===== src/rtl/serial_addsub.sv =====
// Bit-serial adder/subtractor built around one full-adder cell.
// One operand bit per clock, LSB first, with a start/busy/done handshake.
module serial_addsub #(
  parameter int WIDTH = 8
) (
  input  logic             clk,
  input  logic             rst,
  input  logic             start,
  input  logic             sub,
  input  logic [WIDTH-1:0] a,
  input  logic [WIDTH-1:0] b,
  output logic             busy,
  output logic             done,
  output logic [WIDTH-1:0] sum,
  output logic             carry,
  output logic             overflow
);

  localparam int CW = (WIDTH > 1) ? $clog2(WIDTH) : 1;
  localparam logic [CW-1:0] LAST = CW'(WIDTH - 1);

  typedef enum logic [1:0] {
    IDLE,
    RUN,
    DONE
  } state_e;

  state_e           state_q, state_d;
  logic [WIDTH-1:0] a_sh_q, a_sh_d;
  logic [WIDTH-1:0] b_sh_q, b_sh_d;
  logic [WIDTH-1:0] res_q, res_d;
  logic [WIDTH-1:0] sum_q, sum_d;
  logic [CW-1:0]    cnt_q, cnt_d;
  logic             c_q, c_d;
  logic             carry_q, carry_d;
  logic             ovf_q, ovf_d;
  logic             busy_q, busy_d;
  logic             done_q, done_d;

  logic bit_s;
  logic c_out;

  assign bit_s = a_sh_q[0] ^ b_sh_q[0] ^ c_q;
  assign c_out = (a_sh_q[0] & b_sh_q[0]) |
                 (a_sh_q[0] & c_q) |
                 (b_sh_q[0] & c_q);

  always_comb begin
    state_d = state_q;
    a_sh_d  = a_sh_q;
    b_sh_d  = b_sh_q;
    res_d   = res_q;
    sum_d   = sum_q;
    cnt_d   = cnt_q;
    c_d     = c_q;
    carry_d = carry_q;
    ovf_d   = ovf_q;
    unique case (state_q)
      IDLE: begin
        if (start) begin
          // Subtract as a + ~b + 1: the +1 enters as the initial carry.
          a_sh_d  = a;
          b_sh_d  = sub ? ~b : b;
          c_d     = sub;
          cnt_d   = '0;
          state_d = RUN;
        end
      end
      RUN: begin
        a_sh_d = a_sh_q >> 1;
        b_sh_d = b_sh_q >> 1;
        res_d  = res_q >> 1;
        res_d[WIDTH-1] = bit_s;
        c_d    = c_out;
        cnt_d  = cnt_q + CW'(1);
        if (cnt_q == LAST) begin
          // c_q here is the carry into the MSB.
          sum_d   = res_d;
          carry_d = c_out;
          ovf_d   = c_q ^ c_out;
          state_d = DONE;
        end
      end
      DONE: state_d = IDLE;
      default: state_d = IDLE;
    endcase
    busy_d = (state_d == RUN);
    done_d = (state_d == DONE);
  end

  always_ff @(posedge clk or posedge rst) begin
    if (rst) begin
      state_q <= IDLE;
      a_sh_q  <= '0;
      b_sh_q  <= '0;
      res_q   <= '0;
      sum_q   <= '0;
      cnt_q   <= '0;
      c_q     <= 1'b0;
      carry_q <= 1'b0;
      ovf_q   <= 1'b0;
      busy_q  <= 1'b0;
      done_q  <= 1'b0;
    end else begin
      state_q <= state_d;
      a_sh_q  <= a_sh_d;
      b_sh_q  <= b_sh_d;
      res_q   <= res_d;
      sum_q   <= sum_d;
      cnt_q   <= cnt_d;
      c_q     <= c_d;
      carry_q <= carry_d;
      ovf_q   <= ovf_d;
      busy_q  <= busy_d;
      done_q  <= done_d;
    end
  end

  assign busy     = busy_q;
  assign done     = done_q;
  assign sum      = sum_q;
  assign carry    = carry_q;
  assign overflow = ovf_q;

endmodule


===== config.mk =====
export PLATFORM = sky130hd
export DESIGN_NAME = serial_addsub
export DESIGN_NICKNAME = d
export VERILOG_FILES = /design/src/rtl/serial_addsub.sv
export SDC_FILE = /design/constraint.sdc
export NUM_CORES = 1
export LEC_CHECK = 0
export BUFFER_PORTS_ARGS = -buffer_cell sky130_fd_sc_hd__buf_2
export CAP_MARGIN = 5
export CELL_PAD_IN_SITES_DETAIL_PLACEMENT = 1
export CELL_PAD_IN_SITES_GLOBAL_PLACEMENT = 1
export CORE_MARGIN = 4
export CORE_UTILIZATION = 47
export DETAILED_ROUTE_END_ITERATION = 6
export PLACE_DENSITY_LB_ADDON = 0.1
export SYNTH_ARGS = -nofsm -noshare
export SYNTH_HDL_FRONTEND = slang
export SYNTH_SLANG_ARGS = --single-unit

===== constraint.sdc =====
create_clock -name clk -period 2.8 [get_ports clk]
set_input_delay 0.56 -clock clk [delete_from_list [all_inputs] [get_ports clk]]
set_output_delay 0.56 -clock clk [all_outputs]
set_load 0.01 [all_outputs]

---- Word level (Yosys, flattened, before mapping) ----
Cells that the tools add are included.
cells by class
  add/subtract/negate cells ............... 1
  equality and inequality tests ........... 5
  multiplexer cells ....................... 12
  bitwise gates (word level) .............. 9
  reductions and logical operators ........ 4
operator list
  cell                   number
  $pmux W8 S2            2
  $mux W8                3
  $not A8 Y8             1
  $pmux W3 S2            1
  $eq A2 B1 Y1 const B   2
  $mux W2                2
  $pmux W2 S2            1
  $reduce_and A2 Y1      2
  $add A3 B1 Y3 const B  1
  $and A1 B1 Y1          3
  $eq A3 B3 Y1 const B   1
  $mux W3                1
  $xor A1 B1 Y1          3
  $eq A2 B2 Y1 const B   1
  $logic_not A2 Y1       1
  $ne A2 B2 Y1 const B   1
  $or A1 B1 Y1           2
  $pmux W1 S2            1
  $reduce_bool A2 Y1     1
  $mux W1                1
word-level totals
  register bits after elaboration ......... 42
  input port bits ......................... 20
  word-level logic and storage cells ...... 42

---- Logic depth before layout (Yosys ltp) ----
  depth in word-level cells ............... 4
  mapped depth ............................ 6
  depth with buffers taken out ............ 5

---- Worst setup path after synthesis ----
Ideal clock, no wire load.
  path kind ............................... flip-flop to flip-flop
  from .................................... register cnt_q[0]
  to ...................................... register sum_q[0] (netlist: sum[0])
  setup time .............................. 0.125 ns
  arrival ................................. 1.416 ns
  data required time ...................... 2.675 ns
  setup slack ............................. 1.259 ns
  stages on the path, launching flop included .. 6
  clock period less this slack ............ 1.541 ns
  cell sequence ........................... dfrtp_1 ha_1 ha_1 nand3b_2 buf_2 mux2_2
on the way
  longest elaborated chain between the ends .. 2
RTL lines
  item                         line  RTL
  start: declaration           33    logic [CW-1:0] cnt_q, cnt_d;
  start signal: assignment     110   cnt_q <= cnt_d;
  $eq A3 B3 Y1                 76    if (cnt_q == LAST) begin
  $reduce_and A2 Y1 (no line)  -
  end signal: assignment       109   sum_q <= sum_d;
  end: declaration             32    logic [WIDTH-1:0] sum_q, sum_d;
No other way between the ends.
A chain may end at the register's enable or synchronous reset.

---- Worst setup path in the final report ----
  from .................................... register state_q[0]
  to ...................................... register b_sh_q[4]
on the way
  longest elaborated chain between the ends .. 3
RTL lines
  item                                                          line  RTL
  start: declaration                                            28    state_e state_q, state_d;
  start signal: assignment                                      105   state_q <= state_d;
  $eq A2 B1 Y1 or $logic_not A2 Y1 (tied branches)              58    unique case (state_q)
  $reduce_bool A2 Y1 (no line) or $ne A2 B2 Y1 (tied branches)  -
  $reduce_and A2 Y1 (no line)                                   -
  end signal: assignment                                        107   b_sh_q <= b_sh_d;
  end: declaration                                              30    logic [WIDTH-1:0] b_sh_q, b_sh_d;
Several ways; a longest one is shown, not always the timed one.

==> run summary <==
pwr dens: 1038 nW/um^2
Reg-to-Reg Start: state_q[0]$_DFF_PP0_
critical path's slowest cell: nor2b_1
cell area after placement: 1948 sq um
post-CTS setup buffer count: 0
area of the multi-input gates: 668.1 sq um
Worst Path Buf+Inv: 0
layout cells sized above 1: 36.53%
unrepaired setup endpoints after global routing: false
clock skew: 0.007966 ns
first-pass GRT wire length: 6085 um
Area Overhead vs Synth: 16.55%
CP endpoint kind: flip-flop
Final Hold Violating Endpoints: 0
routability cong.: 0.7167
post-DP HPWL: 2503 um
fin area: 2044 sq um
clock sinks: 41
Setup violations, final: 0
P_sw: 698.4 uW
Rows: 21
Slew Limit Headroom: 54.42%
Max H-tree Level: 2
final max-slew violation count: 0
Storage cell area: 1026 sq um
Critical Path RT: 3.03 ns
PostCTS Resize Cnt: 0
TritonCTS buffer count: 5
most used cell, CP: nor2b_1
syn nets: 157
I/O Pins: 32
status: finished clean
CTS tree: built
CP Class: reg2reg
DR DRC count: 0
Die X: 69.09 um
Tcrit/Tclk final: 64.98%
Critical Path, Cell by Cell: nor2b_1, nor2b_1, a221o_1
R2R Setup Slk: 0.98 ns
Vias: 1166
IO buf count: 31
switch share: 32.90%
Flop pwr share: 46.5%
Iter 0 DRT Violations: 33
Yosys Warn Count: 0
grt ovf: 0
CTS Buffer Depth: 2
fillers: 377
Worst setup endpoint: b_sh_q[4]$_DFFE_PP0P_
#FFs+latches synth: 41
CP delay by family, top: simple AND/OR/NAND/NOR gates
GR Util All Layers: 16.12%
Least-Margin Pin Slew: 0.6823 ns
R2R depth: 3
f_max: 0.5496 GHz
HP Class: in2async
Crit Path Max Fanout: 9
die footprint: 4773 sq um
Starting Density: 50.58%
Via density: 5.474
vias in the first global route: 1298
Hold WS: 0.3761 ns
diode count: 0
CTS root buf: clkbuf_8
Logic pwr share: 34.4%
Peak supply drop: 0.4684 mV
Seq/Total Area, Yosys: 58.49%
Cell Area, Synth: 1754 sq um
r2r endpoint: b_sh_q[4]$_DFFE_PP0P_
crit-path max cell delay: 0.64 ns
initial antenna violation count: 0
Mapped Avg Cell Area: 13.09 sq um
Die H: 69.09 um
average wire per standard cell: 17.02 um
hold_buf cts: 0
Static Leak: 0.001017 uW
drt pass-1 iters: 4
largest net degree at the start of global routing: 42
worst-skew pair later-pin latency: 0.29 ns
CP Launch Type: flip-flop
Layout Nets: 189
CP arrival: 2.05 ns
clock network power share: 19.1%
clk slew on worst S/H paths: 0.08 ns
CP startpoint: state_q[0]$_DFF_PP0_
final wirelength: 3625 um
Post-DRT Antenna Nets: 0
library cells used by synthesis: 20
CORE AREA: 3468 sq um
Internal: 1424 uW
Cells after Synth: 134
Fin Setup TNS: 0 ns
fin crit period: 1.820 ns
CP Depth: 3
max_cap viols: 0
## worst register-to-register path, cell delays in order, from the launching register on
cell and delay [ns]:
dfrtp_1 0.39, nor2b_1 0.47, nor2b_1 0.64, a221o_1 0.26
## sequential cells by signal, summed over array words and instances (netlist names)
| name | cells |
|---|---|
| a_sh_q | 8 |
| b_sh_q | 8 |
| busy | 1 |
| c_q | 1 |
| carry | 1 |
| cnt_q | 3 |
| done | 1 |
| overflow | 1 |
| res_q | 7 |
| state_q | 2 |
| sum | 8 |
## power groups by stage
stage	sequential [uW]	combinational [uW]	clock [uW]
6_report	987	730	406
5_1_grt	1020	815	443
4_1_cts	991	749	418
3_5_place_dp	999	750	0
3_3_place_gp	981	692	0
2_1_floorplan	987	507	0
## cell usage in the layout (no fill, tap or decap), drive strengths merged
cell type	n
and3b	7
xor2	8
mux2	17
a22oi	8
nand2	9
a21oi	2
xnor2	1
fa	1
a221o	7
dfrtp	41
nand3b	1
inv	3
o21bai	1
clkinv	2
clkbuf	6
ha	2
a22o	4
nor2b	3
buf	35
o21ai	9
## final cells by class
cell class              instances  share of cell area [%]
multi-input cells              80                   32.68
clock buffers                   6                   4.039
repair buffers                 35                   9.058
flip-flops and latches         41                   50.18
well taps                      46                   2.815
inverters                       3                  0.5508
clock inverters                 2                  0.6732
## synth_stat cells
master | count | area, sq um
a21oi_1 | 2 | 10.01
a221o_1 | 7 | 70.07
a22o_1 | 4 | 35.03
a22oi_1 | 8 | 60.06
and3b_1 | 7 | 61.31
buf_2 | 8 | 40.04
clkbuf_1 | 1 | 3.750
clkbuf_2 | 1 | 5.000
dfrtp_1 | 41 | 1026
fa_1 | 1 | 20.02
ha_1 | 2 | 25.02
inv_1 | 3 | 11.26
mux2_2 | 17 | 191.4
nand2_1 | 9 | 33.78
nand3b_2 | 1 | 11.26
nor2b_1 | 3 | 18.77
o21ai_0 | 9 | 45.04
o21bai_1 | 1 | 7.510
xnor2_1 | 1 | 8.760
xor2_1 | 8 | 70.07
## layer usage
layer  wire (um)  global-route usage [%]
met5           0                       0
met4          67                   5.857
met3         172                   5.523
met2        1844                   27.01
met1        1541                   19.13
## through the flow
step	instances	setup slack, ns	util [%]	power, uW
detailed placement	205	0.6901	56.17	1749
floorplan	134	1.259	-	1494
global placement	205	0.8174	56.17	1673
global route	213	0.8288	58.95	2278
finish	213	0.9804	58.95	2123
CTS	213	0.9605	58.95	2158
## worst min-delay path by stage
stage | from | end | slack [ns] | cells after the start
finish | rst | sum[4]$_DFFE_PP0P_ | 0.38 | 3
global route | rst | sum[4]$_DFFE_PP0P_ | 0.42 | 3
CTS | rst | cnt_q[1]$_DFFE_PP0P_ | 0.39 | 3
detailed placement | a_sh_q[3]$_DFFE_PP0P_ | a_sh_q[3]$_DFFE_PP0P_ | 0.48 | 2
global placement | overflow$_DFFE_PP0P_ | overflow$_DFFE_PP0P_ | 0.47 | 2
floorplan | a_sh_q[1]$_DFFE_PP0P_ | a_sh_q[1]$_DFFE_PP0P_ | 0.45 | 2
## kinds of logic (layout without fill, tap and decap cells)
family / Yosys count / in the layout / share of synthesized area (%)
flops: 41 / 41 / 58.49
simple gates: 20 / 20 / 7.133
compound gates: 31 / 31 / 12.98
mux: 17 / 17 / 10.91
buf+inv: 13 / 46 / 3.423
fa+ha+maj: 3 / 3 / 2.568
xor+xnor: 9 / 9 / 4.494
(Power assumes the default switching activity.)
